File: src/rtl/muldiv_issue.sv
// muldiv_issue -- issue/hold controller in front of the multicycle mul/div unit.
//
// Accepts one mul/div op from the execute stage and holds its operands on the
// multicycle unit while it runs. It captures the result on mc_ok and presents
// it downstream with a valid/ready handshake. While an op is outstanding it
// stalls the pipeline, and it forwards flush/reset to the unit.
//
// Ports:
//   clk, reset          clock, synchronous active-high reset
//   flush               pipeline flush (any state -> IDLE, result discarded)
//   in_valid/in_ready   op handshake from execute; in_a, in_b, in_type operands
//   mc_valid, mc_a, mc_b, mc_type, mc_flush   drive to multicycle unit
//   mc_c, mc_ok         result / completion from multicycle unit
//   out_valid/out_ready result handshake; out_data result
//   stall               pipeline hold request
//
// Optional feature: define MULDIV_DIV0_FAST_EN to complete divide-by-zero ops
// directly (IDLE -> DONE) without launching the multicycle unit.

package muldiv_issue_pkg;
    typedef enum logic [3:0] {
        MULT_MUL, MULT_MULH, MULT_MULHU, MULT_MULHSU, MULT_MULW,
        MULT_DIV, MULT_DIVU, MULT_DIVW, MULT_DIVUW,
        MULT_REM, MULT_REMU, MULT_REMW, MULT_REMUW
    } mult_t;
endpackage

module muldiv_issue
    import muldiv_issue_pkg::*;
(
    input  logic        clk,
    input  logic        reset,
    input  logic        flush,
    input  logic        in_valid,
    output logic        in_ready,
    input  logic [63:0] in_a,
    input  logic [63:0] in_b,
    input  mult_t       in_type,
    output logic        mc_valid,
    output logic [63:0] mc_a,
    output logic [63:0] mc_b,
    output mult_t       mc_type,
    output logic        mc_flush,
    input  logic [63:0] mc_c,
    input  logic        mc_ok,
    output logic        out_valid,
    output logic [63:0] out_data,
    input  logic        out_ready,
    output logic        stall
);

    localparam logic [1:0] IDLE = 2'd0;
    localparam logic [1:0] BUSY = 2'd1;
    localparam logic [1:0] DONE = 2'd2;

    logic [1:0]  state_q;
    logic [63:0] op_a_q;
    logic [63:0] op_b_q;
    mult_t       op_type_q;
    logic [63:0] res_q;
    logic        accept;
    logic        div0_fast;
    logic [63:0] div0_res;

    // Flush and reset both block acceptance in the same cycle.
    assign in_ready  = (state_q == IDLE) & ~reset & ~flush;
    assign accept    = in_valid & in_ready;
    assign stall     = (state_q != IDLE) | accept;

    assign mc_valid  = (state_q == BUSY);
    assign mc_a      = op_a_q;
    assign mc_b      = op_b_q;
    assign mc_type   = op_type_q;
    assign mc_flush  = flush | reset;

    assign out_valid = (state_q == DONE);
    assign out_data  = res_q;

`ifdef MULDIV_DIV0_FAST_EN
    // Divide-by-zero results follow the RISC-V convention: quotient all ones,
    // remainder equals the dividend (W forms sign-extend the low word).
    always_comb begin
        div0_fast = 1'b0;
        div0_res  = '1;
        case (in_type)
            MULT_DIV, MULT_DIVU: begin
                div0_fast = (in_b == '0);
            end
            MULT_DIVW, MULT_DIVUW: begin
                div0_fast = (in_b[31:0] == '0);
            end
            MULT_REM, MULT_REMU: begin
                div0_fast = (in_b == '0);
                div0_res  = in_a;
            end
            MULT_REMW, MULT_REMUW: begin
                div0_fast = (in_b[31:0] == '0);
                div0_res  = {{32{in_a[31]}}, in_a[31:0]};
            end
            default: ;
        endcase
    end
`else
    assign div0_fast = 1'b0;
    assign div0_res  = '0;
`endif

    always_ff @(posedge clk) begin
        if (reset) begin
            state_q   <= IDLE;
            op_a_q    <= '0;
            op_b_q    <= '0;
            op_type_q <= MULT_MUL;
            res_q     <= '0;
        end else if (flush) begin
            state_q <= IDLE;
            res_q   <= '0;
        end else begin
            case (state_q)
                IDLE: begin
                    if (accept) begin
                        op_a_q    <= in_a;
                        op_b_q    <= in_b;
                        op_type_q <= in_type;
                        if (div0_fast) begin
                            res_q   <= div0_res;
                            state_q <= DONE;
                        end else begin
                            state_q <= BUSY;
                        end
                    end
                end
                BUSY: begin
                    if (mc_ok) begin
                        res_q   <= mc_c;
                        state_q <= DONE;
                    end
                end
                DONE: begin
                    if (out_ready) state_q <= IDLE;
                end
                default: state_q <= IDLE;
            endcase
        end
    end

endmodule

File: config.mk
export PLATFORM = sky130hd
export DESIGN_NAME = muldiv_issue
export DESIGN_NICKNAME = d
export VERILOG_FILES = /design/src/rtl/muldiv_issue.sv
export SDC_FILE = /design/constraint.sdc
export NUM_CORES = 1
export LEC_CHECK = 0
export ABC_AREA = 1
export ABC_CLOCK_PERIOD_IN_PS = 2500
export CORE_UTILIZATION = 38
export CTS_BUF_LIST = sky130_fd_sc_hd__clkbuf_4 sky130_fd_sc_hd__clkbuf_8
export DETAILED_ROUTE_END_ITERATION = 6
export PLACE_DENSITY = 0.85
export SETUP_SLACK_MARGIN = 0.15
export SYNTH_ARGS = -nofsm -noshare
export SYNTH_HDL_FRONTEND = slang
export SYNTH_SLANG_ARGS = --single-unit
File: constraint.sdc
create_clock -name clk -period 2.5 [get_ports clk]
set_clock_uncertainty 0.2 [all_clocks]
set_input_delay 0.5 -clock clk [delete_from_list [all_inputs] [get_ports clk]]
set_output_delay 0.5 -clock clk [all_outputs]
set_load 0.02 [all_outputs]
==> flow_metrics.env <==
export IMPL_fin_setup_tns_ns=0
export IMPL_synth_cells=1424
export IMPL_syn_area_per_cell_um2=6.34
export IMPL_place_gp_congestion=0.816
export IMPL_yosysUniqueCellTypes=15
export IMPL_ir_worst_vdd_uv=318
export IMPL_via_per_inst=4.49
export IMPL_synth_async_sr_flop_share_pct=0
export IMPL_cap_violations=0
export IMPL_remaining_drc_errors=0
export IMPL_synth_flop_cell="dfxtp_1"
export IMPL_synth_edff_count=0
export IMPL_nets=1978
export IMPL_yosys_area_share_xor_xnor_pct=0
export IMPL_ant_nets=0
export IMPL_synth_simple_area_share_pct=31.5
export IMPL_wl_per_cell_um=13.7
export IMPL_drive_gt1_share_pct=3.63
export IMPL_die_area_um2=24400
export IMPL_finalHoldViolCount=0
export IMPL_grt_max_degree=94
export IMPL_vias=9469
export IMPL_fillers=2137
export IMPL_detail_route_first_pass_iterations=5
export IMPL_grt_pass1_vias=8833
export IMPL_synth_most_common_cell="inv_1"
export IMPL_numCtsBuffers=17
export IMPL_die_w_um=156
export IMPL_synth_area_um2=9030
export IMPL_grt_pass1_wl_mm=43.9
export IMPL_ios=403
export IMPL_min_period_ns=2.31
export IMPL_timing_hold_ws_ns=0.270
export IMPL_synth_area_top_cells="dfxtp_1 44%, inv_1 17%, nand2_1 16%, nand4_1 9.1%, nor2_1 5.5%"
export IMPL_relSlewSlack_pct=45.2
export IMPL_seq_area_frac_synth_pct=43.9
export IMPL_tightestPinTransition_ns=0.823
export IMPL_hold_class="flip-flop to flip-flop"
export IMPL_cts_tree="built"
export IMPL_synth_warnings=0
export IMPL_p_leak_uw=0.00643
export IMPL_drt_iter0_drc=675
export IMPL_die_h_um=156
export IMPL_cts_root_buf="clkbuf_8"
export IMPL_maxSlewViolCount=0
export IMPL_portBuffers=402
export IMPL_track_usage_pct=22.8
export IMPL_num_antenna_cells=0
export IMPL_setup_viol=0
export IMPL_syn_nets=1626
export IMPL_cp_end_kind="output pin"
export IMPL_yosys_area_share_adder_pct=0
export IMPL_synth_area_mux_share_pct=0
export IMPL_total_power_uw=6730
export IMPL_synth_compound_area_share_pct=3.66
export IMPL_core_um2=23400
export IMPL_post_route_period_util_pct=92.4
export IMPL_power_density_nw_per_um2=489
export IMPL_synth_top_family_by_area="simple AND/OR/NAND/NOR gates"
export IMPL_critPathMaxFanout=2
export IMPL_path_clk_slew_ns=0.10
export IMPL_yosysTopAreaCell="dfxtp_1"
export IMPL_clk_insertion_delay_late_ns=0.45
export IMPL_required_ns=1.80
export IMPL_cts_sinks=198
export IMPL_start_util_pct=38.6
export IMPL_status="complete, no violations"
export IMPL_dp_hpwl_mm=20.4
export IMPL_antenna_found_initial=0
export IMPL_finalWirelength_mm=28.8
export IMPL_clockBufferDepth=2
export IMPL_grt_setup_unrepaired="true"
export IMPL_synth_common_cells="400 x inv_1, 396 x nand2_1, 198 x dfxtp_1"
export IMPL_path_class="input port to output pin"
export IMPL_gr_total_overflow=0
export IMPL_fmax_mhz=433
export IMPL_placementRows=56
export IMPL_ys_seq_elements=198
export IMPL_htreeDepth=4
export IMPL_synth_top_area_share_pct=43.9
export IMPL_critPathLaunchType="input port"
export IMPL_syn_to_final_growth_pct=52.7
export IMPL_cp_arrival_ns=1.61
-- cells by family (layout without fill, tap and decap cells) --
group / count (synthesis) / after routing
and+or+nand+nor: 666 / 666
buffers and inverters: 494 / 859
DFF: 198 / 198
AOI/OAI and AO/OA: 66 / 66
-- layer usage --
metal	GRT usage [%]	routed length (um)
met5	0	0
met4	10.3	973
met3	7.00	2220
met2	40.2	14400
met1	24.9	11300
-- report_power, final --
group	leakage [uW]	internal [uW]	switching [uW]
registers	0.00161	3270	61.9
clock network	0.000205	796	1300
logic	0.00461	655	650
-- cell type report --
type / count / area, um^2 / share of cell area (%)
multi-input cells: 732 / 3200 / 23.2
clock buffers: 19 / 255 / 1.85
clock inverters: 13 / 149 / 1.08
repair buffers: 424 / 4300 / 31.2
flip-flops and latches: 198 / 3960 / 28.8
inverters: 403 / 1520 / 11.0
well taps: 319 / 399 / 2.90
-- flip-flops by register name, indices dropped and copies added (netlist names) --
name,flops
state_q,2
mc_a,64
mc_type,4
mc_b,64
out_data,64
-- placed cells by master (no fill, tap or decap), types with 2 or more instances in the layout --
cell type          n
clkdlybuf4s50_1  395
a21oi_1           66
inv_1            400
inv_6              6
nor2_4             2
buf_12            10
dfxtp_1          198
nor2_1           133
nand4_1          132
buf_4             15
clkbuf_8          18
nand2_1          396
inv_2              2
clkinv_8           4
inv_8              2
dlygate4sd2_1      2
-- path summary, 6_finish.rpt --
check / start / to / slack, ns / cells past startpoint
min reg2reg: out_data[31] / out_data[31] / 0.27 / 2
max: flush / in_ready / 0.19 / 5
min: out_data[31] / out_data[31] / 0.27 / 2
max reg2reg: state_q[0] / mc_b[44] / 0.64 / 5
-- worst max-delay path, cell delays in order --
cell	delay, ns
clkdlybuf4s50_1	0.44
nor2_4	0.15
inv_2	0.07
nor3_1	0.21
clkbuf_2	0.23
-- metrics by stage --
stage | cells | setup slack (ns) | util (%) | area, um^2
after floorplan | 1424 | 0.327 | - | 9030
after global placement | 2074 | -0.284 | 57.1 | 13400
after detailed placement | 2074 | -0.267 | 57.1 | 13400
after CTS | 2106 | 0.00668 | 58.8 | 13800
after global routing | 2108 | 0.137 | 58.9 | 13800
final | 2108 | 0.191 | 58.9 | 13800
-- timing repair --
action	in CTS	in global routing
pin swaps	0	1
hold buffers	0	0
resized for setup	6	4
buffers inserted	0	2
endpoints found under the setup margin	5	3
Power figures use the tool's default switching activity.
